--- src/rtl/reg_bank_bus_ctrl_if.sv ---
// Request/response handshake and register-cell strobe bundle for reg_bank_bus_ctrl.
// The slave modport is the controller; the master modport is the requester and cell-bank side.
interface reg_bank_bus_ctrl_if #(
    parameter int NrOfBits = 8,
    parameter int NrOfRegs = 4,
    parameter int AddrBits = 2
);
    logic                req_valid;
    logic                req_ready;
    logic [1:0]          req_op;
    logic [AddrBits-1:0] req_addr;
    logic [NrOfBits-1:0] req_wdata;
    logic                rsp_valid;
    logic                rsp_ready;
    logic [NrOfBits-1:0] rsp_rdata;
    logic                rsp_err;
    logic [NrOfRegs-1:0] reg_ce;
    logic [NrOfRegs-1:0] reg_cs;
    logic [NrOfRegs-1:0] reg_pre;
    logic [NrOfBits-1:0] reg_d;
    logic [NrOfBits-1:0] bus_q;

    modport slave (
        input  req_valid, req_op, req_addr, req_wdata, rsp_ready, bus_q,
        output req_ready, rsp_valid, rsp_rdata, rsp_err, reg_ce, reg_cs, reg_pre, reg_d
    );

    modport master (
        output req_valid, req_op, req_addr, req_wdata, rsp_ready, bus_q,
        input  req_ready, rsp_valid, rsp_rdata, rsp_err, reg_ce, reg_cs, reg_pre, reg_d
    );
endinterface

--- src/rtl/reg_bank_bus_ctrl.sv ---
// Sequencer turning single read/write/preset requests into strobes for a bank of
// tri-state register cells, and sampling the shared Q bus for reads.
module reg_bank_bus_ctrl #(
    parameter int NrOfBits = 8,
    parameter int NrOfRegs = 4,
    parameter int AddrBits = 2
) (
    input  logic                 Clock,
    input  logic                 Reset,
    input  logic                 Tick,
    reg_bank_bus_ctrl_if.slave   bus
);
    typedef enum logic [2:0] {IDLE, WR, PRE, RD_DRV, RD_CAP, RESP} state_t;

    state_t              state_reg, state_next;
    logic                req_ready_reg, req_ready_next;
    logic                rsp_valid_reg, rsp_valid_next;
    logic [NrOfBits-1:0] rsp_rdata_reg, rsp_rdata_next;
    logic                rsp_err_reg, rsp_err_next;
    logic [NrOfRegs-1:0] reg_ce_reg, reg_ce_next;
    logic [NrOfRegs-1:0] reg_cs_reg, reg_cs_next;
    logic [NrOfRegs-1:0] reg_pre_reg, reg_pre_next;
    logic [NrOfBits-1:0] reg_d_reg, reg_d_next;

    logic [NrOfRegs-1:0] req_sel;
    logic                req_bad;

    generate
        for (genvar gi = 0; gi < NrOfRegs; gi++) begin : g_sel
            assign req_sel[gi] = (bus.req_addr == AddrBits'(gi));
        end
    endgenerate

    assign req_bad = (32'(bus.req_addr) >= NrOfRegs) || (bus.req_op == 2'b11);

    always_ff @(posedge Clock or posedge Reset) begin
        if (Reset) begin
            state_reg     <= IDLE;
            req_ready_reg <= 1'b1;
            rsp_valid_reg <= 1'b0;
            rsp_rdata_reg <= '0;
            rsp_err_reg   <= 1'b0;
            reg_ce_reg    <= '0;
            reg_cs_reg    <= '1;
            reg_pre_reg   <= '0;
            reg_d_reg     <= '0;
        end else begin
            state_reg     <= state_next;
            req_ready_reg <= req_ready_next;
            rsp_valid_reg <= rsp_valid_next;
            rsp_rdata_reg <= rsp_rdata_next;
            rsp_err_reg   <= rsp_err_next;
            reg_ce_reg    <= reg_ce_next;
            reg_cs_reg    <= reg_cs_next;
            reg_pre_reg   <= reg_pre_next;
            reg_d_reg     <= reg_d_next;
        end
    end

    // The one-hot strobes themselves hold the latched address for the whole operation.
    always_comb begin
        state_next     = state_reg;
        req_ready_next = req_ready_reg;
        rsp_valid_next = rsp_valid_reg;
        rsp_rdata_next = rsp_rdata_reg;
        rsp_err_next   = rsp_err_reg;
        reg_ce_next    = reg_ce_reg;
        reg_cs_next    = reg_cs_reg;
        reg_pre_next   = reg_pre_reg;
        reg_d_next     = reg_d_reg;
        case (state_reg)
            IDLE: begin
                if (bus.req_valid && req_ready_reg) begin
                    req_ready_next = 1'b0;
                    if (req_bad) begin
                        state_next     = RESP;
                        rsp_valid_next = 1'b1;
                        rsp_err_next   = 1'b1;
                        rsp_rdata_next = '0;
                    end else if (bus.req_op == 2'b00) begin
                        state_next  = RD_DRV;
                        reg_cs_next = ~req_sel;
                    end else if (bus.req_op == 2'b01) begin
                        state_next  = WR;
                        reg_ce_next = req_sel;
                        reg_d_next  = bus.req_wdata;
                    end else begin
                        state_next   = PRE;
                        reg_pre_next = req_sel;
                    end
                end
            end
            WR: begin
                if (Tick) begin
                    state_next     = IDLE;
                    reg_ce_next    = '0;
                    req_ready_next = 1'b1;
                end
            end
            PRE: begin
                state_next     = IDLE;
                reg_pre_next   = '0;
                req_ready_next = 1'b1;
            end
            RD_DRV: begin
                state_next = RD_CAP;
            end
            RD_CAP: begin
                state_next     = RESP;
                rsp_rdata_next = bus.bus_q;
                rsp_err_next   = 1'b0;
                rsp_valid_next = 1'b1;
                reg_cs_next    = '1;
            end
            RESP: begin
                if (bus.rsp_ready) begin
                    state_next     = IDLE;
                    rsp_valid_next = 1'b0;
                    rsp_err_next   = 1'b0;
                    req_ready_next = 1'b1;
                end
            end
            default: begin
                state_next     = IDLE;
                req_ready_next = 1'b1;
                reg_ce_next    = '0;
                reg_cs_next    = '1;
                reg_pre_next   = '0;
                rsp_valid_next = 1'b0;
            end
        endcase
    end

    assign bus.req_ready = req_ready_reg;
    assign bus.rsp_valid = rsp_valid_reg;
    assign bus.rsp_rdata = rsp_rdata_reg;
    assign bus.rsp_err   = rsp_err_reg;
    assign bus.reg_ce    = reg_ce_reg;
    assign bus.reg_cs    = reg_cs_reg;
    assign bus.reg_pre   = reg_pre_reg;
    assign bus.reg_d     = reg_d_reg;
endmodule
--- src/flat_wrapper.sv ---
// flat-port wrapper written by rule: the top's interface ports become plain ports
module reg_bank_bus_ctrl_flat 
#(
    parameter int NrOfBits = 8,
    parameter int NrOfRegs = 4,
    parameter int AddrBits = 2
)
  (Clock, Reset, Tick, bus_req_valid, bus_req_op, bus_req_addr, bus_req_wdata, bus_rsp_ready, bus_bus_q, bus_req_ready, bus_rsp_valid, bus_rsp_rdata, bus_rsp_err, bus_reg_ce, bus_reg_cs, bus_reg_pre, bus_reg_d);
  reg_bank_bus_ctrl_if #(.NrOfBits(NrOfBits), .NrOfRegs(NrOfRegs), .AddrBits(AddrBits)) bus_i ();
  input  logic Clock;
  input  logic Reset;
  input  logic Tick;
  input wire logic [$bits(bus_i.req_valid)-1:0] bus_req_valid;
  input wire logic [$bits(bus_i.req_op)-1:0] bus_req_op;
  input wire logic [$bits(bus_i.req_addr)-1:0] bus_req_addr;
  input wire logic [$bits(bus_i.req_wdata)-1:0] bus_req_wdata;
  input wire logic [$bits(bus_i.rsp_ready)-1:0] bus_rsp_ready;
  input wire logic [$bits(bus_i.bus_q)-1:0] bus_bus_q;
  output wire logic [$bits(bus_i.req_ready)-1:0] bus_req_ready;
  output wire logic [$bits(bus_i.rsp_valid)-1:0] bus_rsp_valid;
  output wire logic [$bits(bus_i.rsp_rdata)-1:0] bus_rsp_rdata;
  output wire logic [$bits(bus_i.rsp_err)-1:0] bus_rsp_err;
  output wire logic [$bits(bus_i.reg_ce)-1:0] bus_reg_ce;
  output wire logic [$bits(bus_i.reg_cs)-1:0] bus_reg_cs;
  output wire logic [$bits(bus_i.reg_pre)-1:0] bus_reg_pre;
  output wire logic [$bits(bus_i.reg_d)-1:0] bus_reg_d;
  assign bus_i.req_valid = bus_req_valid;
  assign bus_i.req_op = bus_req_op;
  assign bus_i.req_addr = bus_req_addr;
  assign bus_i.req_wdata = bus_req_wdata;
  assign bus_i.rsp_ready = bus_rsp_ready;
  assign bus_i.bus_q = bus_bus_q;
  assign bus_req_ready = bus_i.req_ready;
  assign bus_rsp_valid = bus_i.rsp_valid;
  assign bus_rsp_rdata = bus_i.rsp_rdata;
  assign bus_rsp_err = bus_i.rsp_err;
  assign bus_reg_ce = bus_i.reg_ce;
  assign bus_reg_cs = bus_i.reg_cs;
  assign bus_reg_pre = bus_i.reg_pre;
  assign bus_reg_d = bus_i.reg_d;
  reg_bank_bus_ctrl #(.NrOfBits(NrOfBits), .NrOfRegs(NrOfRegs), .AddrBits(AddrBits)) u_core (.Clock(Clock), .Reset(Reset), .Tick(Tick), .bus(bus_i));
endmodule
--- config.mk ---
export PLATFORM = sky130hd
export DESIGN_NAME = reg_bank_bus_ctrl_flat
export DESIGN_NICKNAME = d
export VERILOG_FILES = /design/src/rtl/reg_bank_bus_ctrl_if.sv /design/src/rtl/reg_bank_bus_ctrl.sv /design/src/flat_wrapper.sv
export SDC_FILE = /design/constraint.sdc
export NUM_CORES = 1
export LEC_CHECK = 0
export CAP_MARGIN = 20
export CORE_MARGIN = 4
export CORE_UTILIZATION = 45
export DETAILED_ROUTE_END_ITERATION = 7
export HOLD_SLACK_MARGIN = 0.06
export PLACE_DENSITY = 0.8
export REMOVE_ABC_BUFFERS = 1
export SLEW_MARGIN = 5
export SYNTH_ARGS = -nofsm -noshare
export SYNTH_HDL_FRONTEND = slang
export SYNTH_SLANG_ARGS = --single-unit
export TNS_END_PERCENT = 100
--- constraint.sdc ---
create_clock -name Clock -period 1.9 [get_ports Clock]
set_input_delay 0.57 -clock Clock [delete_from_list [all_inputs] [get_ports Clock]]
set_output_delay 0.57 -clock Clock [all_outputs]
set_load 0.1 [all_outputs]
# [Yosys cells after proc, flatten, opt, wreduce, memory -nomap -nowiden]
# Index checks and enable logic that the tools add are counted.
# Widths: inputs -> output; s select.
[word_totals] register_bits=34 out_inout_bits=31 wordCells=90
[op_classes] eq_ne=19 mux=34 bitwise=8 reduce_logical=20
[op_table] operator="$mux 4" count=12
[op_table] operator="$mux 8" count=2
[op_table] operator="$pmux 4 s2" count=2
[op_table] operator="$pmux 8 s2" count=1
[op_table] operator="$reduce_and 4->1" count=4
[op_table] operator="$mux 3" count=5
[op_table] operator="$pmux 3 s5" count=1
[op_table] operator="$pmux 4 s3" count=1
[op_table] operator="$reduce_or 4->1" count=3
[op_table] operator="$ne 2x2->1 const B" count=5
[op_table] operator="$reduce_and 5->1" count=2
[op_table] operator="$ne 2x1->1 const B" count=4
[op_table] operator="$pmux 1 s4" count=2
[op_table] operator="$not 1->1" count=7
[op_table] operator="$eq 2x2->1 const B" count=3
[op_table] operator="$eq 3x2->1 const B" count=2
[op_table] operator="$eq 3x3->1 const B" count=2
[op_table] operator="$mux 1" count=6
[op_table] operator="$reduce_and 3->1" count=2
[op_table] operator="$reduce_and 6->1" count=1
[op_table] operator="$eq 2x1->1 const B" count=2
[op_table] operator="$logic_not 2->1" count=2
[op_table] operator="$not 4->4" count=1
[op_table] operator="$eq 3x1->1 const B" count=1
[op_table] operator="8 further kinds" count=8

# [Logic depth before layout (Yosys ltp)]
[depth] word_depth=6 depth_mapped=6 ltp_nobuf=5

# [Worst setup path after synthesis]
# No wires, ideal clock.
[synth_path] path_kind="register to register" startpoint="reg u_core.req_ready_reg, in the netlist u_core.bus.req_ready" endpoint="reg u_core.reg_d_reg[0], in the netlist u_core.bus.reg_d[0]" setup_ps=125 arrival_ps=1903 t_required_ps=1775 setup_slack_ps=-129 stages_incl_launch_ff=6 path_buffers=2 synth_period_minus_slack_ps=2029 path_cell_list="dfstp_2 > and2_1 > clkbuf_1 > and3_1 > buf_4 > mux2_2"
[synth_between] elab_chain_cells=2
[synth_lines] item="start, declared" line="reg_bank_bus_ctrl.sv:16" rtl="logic req_ready_reg, req_ready_next;"
[synth_lines] item="start signal, assigned" line="reg_bank_bus_ctrl.sv:49" rtl="req_ready_reg <= req_ready_next;"
[synth_lines] item="$logic_and 1x1->1" line="reg_bank_bus_ctrl.sv:73" rtl="if (bus.req_valid && req_ready_reg) begin"
[synth_lines] item="$reduce_and 5->1 (no line)"
[synth_lines] item="end signal, assigned" line="reg_bank_bus_ctrl.sv:56" rtl="reg_d_reg <= reg_d_next;"
[synth_lines] item="end, declared" line="reg_bank_bus_ctrl.sv:23" rtl="logic [NrOfBits-1:0] reg_d_reg, reg_d_next;"
# No other way between the ends.
# A chain may end at the register's enable or synchronous reset.

# [Worst setup path after layout]
[layout_path] startpoint="in bus_req_op[0]" endpoint="reg u_core.reg_pre_reg[2], in the netlist u_core.bus.reg_pre[2]"
[layout_between] elab_chain_cells=3 word_cells_on_any_way=7
[layout_lines] item="start, declared" line="flat_wrapper.sv:14" rtl="input wire logic [$bits(bus_i.req_op)-1:0] bus_req_op;"
[layout_lines] item="$eq 2x2->1, or another cell as far along" line="reg_bank_bus_ctrl.sv:34" rtl="assign req_bad = (32'(bus.req_addr) >= NrOfRegs) || (bus.req_op == 2'b11);"
[layout_lines] item="$ne 2x2->1 (no line)"
[layout_lines] item="$reduce_and 5->1 (no line) (*)"
[layout_lines] item="end signal, assigned" line="reg_bank_bus_ctrl.sv:55" rtl="reg_pre_reg <= reg_pre_next;"
[layout_lines] item="end, declared" line="reg_bank_bus_ctrl.sv:22" rtl="logic [NrOfRegs-1:0] reg_pre_reg, reg_pre_next;"
# Every way passes the cells marked *; elsewhere a longest branch is shown, timed or not.

==> flow_metrics.tcl <==
set metrics [dict create \
    outcome "finished clean" \
    die_x_um 68.1 \
    crit_path_max_incr_delay_ns 0.34 \
    max_freq_mhz 531 \
    fin_tns_setup_ns 0 \
    synth_edf_count 0 \
    dieArea_um2 4640 \
    crit_chain "dlygate4sd2_1 -> inv_1 -> ha_2 -> and4bb_1 -> buf_4 -> o221ai_4 -> mux2_4" \
    cts_buffers 5 \
    cp_num_buf_inv 3 \
    io_pins 56 \
    crit_type "in -> reg" \
    wl_um 4460 \
    root_buffer "clkbuf_4" \
    crit_path_start_kind "input port" \
    clkLatencyLatePin_ns 0.34 \
    drive_gt1_share_pct 40.4 \
    synth_area_um2 1630 \
    slowest_stage "mux2_4" \
    grt_first_pass_wirelength_um 7070 \
    h-tree-depth 2 \
    wl_per_cell_um 18.3 \
    postRouteAntennaNets 0 \
    slew_headroom_pct 63.1 \
    setup_viol 0 \
    ys_ff_latch 34 \
    cts_tree "done" \
    syn_area_per_cell_um2 12.8 \
    drc_errors 0 \
    synth_common_cells "dfrtp_1, mux2_2, inv_1" \
    drv_cap 0 \
    finClkSkew_ns 0.0112 \
    yosysSeqAreaShare_pct 52.7 \
    finalCritPeriodShare_pct 99.1 \
    drt_iter0_drc 86 \
    start_util_pct 47.7 \
    cts.clk_slew.worst_paths_ns 0.10 \
    worstPathArrival_ns 2.12 \
    core_um2 3420 \
    grt_util_all_layers_pct 21.4 \
    cts_hold_buffers 0 \
    cts_buffer_depth 2 \
    place_congestion 0.917 \
    grt_pass1_vias 1425 \
    diodes 0 \
    dp_hpwl_um 3430 \
    ys.flop_type "dfrtp_1" \
    finalHoldViolations 0 \
    vias 1313 \
    port_buffers 55 \
    crit_path_max_fanout 4 \
    yosys-top-cells-area "dfrtp_1, mux2_2, dfstp_2" \
    grt_max_degree 35 \
    crit_required_ns 2.14 \
    syn_inst 127 \
    critPathCaptureType "register" \
    first_pass_iters 4 \
    antenna_found_initial 0 \
    hold_path_class "reg -> reg" \
    fp.dieH_um 68.1 \
    async_flop_share_pct 100 \
    nets 226 \
    tightest_slew_ns 0.550 \
    rows 21 \
    yosys.area.top_type "dfrtp_1" \
    synthDistinctLibCells 38 \
    synth_top_area_share_pct 44.6 \
    synthToLayoutAreaGrowth_pct 65.9 \
    routed_via_density 5.38 \
    cts.sinks 34 \
    grt_setup_unrepaired "false" \
    min_period_ns 1.88 \
    grt-ovfl-total 0 \
    yosysWarnings 0 \
    synth_most_common_cell "dfrtp_1" \
    cp_top_family "buffers and inverters" \
    drv_slew 0 \
]
[cells by family (layout without fill, tap and decap cells)]
group / count (synthesis) / count (layout) / synth area share (%)
flip-flops: 34 / 34 / 52.7
AND/OR/NAND/NOR: 28 / 28 / 12.2
multiplexers: 21 / 21 / 14.1
AO/OA/AOI/OAI: 22 / 22 / 12.8
adder cells (fa/ha/maj): 4 / 4 / 3.07
buffers and inverters: 18 / 89 / 5.07
[worst reg2reg max path, delay by kind of cell, from the launching register on]
kind          cells  cell delay, ns
mux               1            0.36
simple gates      2            0.59
buf+inv           1            0.18
flops             1            0.49
[worst paths after layout]
check	from	end	slack, ns	cells past startpoint
setup / recovery	bus_req_op[0]	u_core.bus.reg_pre[2]$_DFFE_PP0P_	0.02	7
hold / removal	u_core.bus.reg_cs[3]$_DFFE_PP1P_	u_core.bus.reg_cs[3]$_DFFE_PP1P_	0.50	2
setup reg to reg	u_core.state_reg[2]$_DFFE_PP0P_	u_core.bus.reg_d[3]$_DFFE_PP0P_	0.18	4
hold reg to reg	u_core.bus.reg_cs[3]$_DFFE_PP1P_	u_core.bus.reg_cs[3]$_DFFE_PP1P_	0.50	2
max in group asynchronous	Reset	u_core.bus.reg_cs[2]$_DFFE_PP1P_	1.09	3
min in group asynchronous	Reset	u_core.bus.rsp_rdata[2]$_DFFE_PP0P_	0.55	3
[through the flow]
stage / utilization (%) / instance area, µm² / cells / hold slack, ns / worst slack [ns]
2_1_floorplan: - / 1590 / 121 / 0.646 / -0.0900
6_report: 79.1 / 2700 / 244 / 0.495 / 0.0165
4_1_cts: 78.7 / 2690 / 244 / 0.498 / 0.0116
3_5_place_dp: 76.9 / 2630 / 236 / 0.484 / -0.686
5_1_grt: 79.1 / 2700 / 244 / 0.522 / 0.000537
3_3_place_gp: 76.9 / 2630 / 236 / 0.479 / -0.483
[layout make-up]
| type | instances | area [µm²] |
|---|---|---|
| Sequential cell | 34 | 857 |
| Fill cell | 205 | 714 |
| Inverter | 12 | 45.0 |
| Timing Repair Buffer | 69 | 976 |
| Tap cell | 46 | 57.6 |
| Clock buffer | 8 | 48.8 |
| Multi-Input combinational cell | 75 | 717 |
[repair_timing]
action,4_1_cts,5_1_grt
pin swaps,1,1
resized for setup,5,5
buffers inserted,0,0
endpoints found under the setup margin,24,7
endpoints found under the hold margin,0,0
[placed cells by master, fill, tap and decap left out, drive strengths merged, types with 2 or more instances in the layout]
cell	instances
clkdlybuf4s50	22
nor2	4
o21ai	2
ha	4
buf	45
mux2	16
nor4bb	2
dfstp	5
a31oi	2
mux2i	5
nand2b	5
inv	12
nor2b	2
nor4b	2
clkbuf	8
a22o	8
and4bb	2
dlygate4sd2	2
and3	3
dfrtp	29
a32oi	3
nand2	2
[metal layers]
layer	track usage (%)	vias up	share of wire (%)
met5	0	-	0
met4	6.70	0	0.85
met3	7.55	6	5.6
met2	36.7	39	53
met1	25.1	666	41
li1	-	602	-
Power is left out: the tool's default activity adds up to more than one toggle a clock period on the data nets, which glitch-free logic cannot reach.
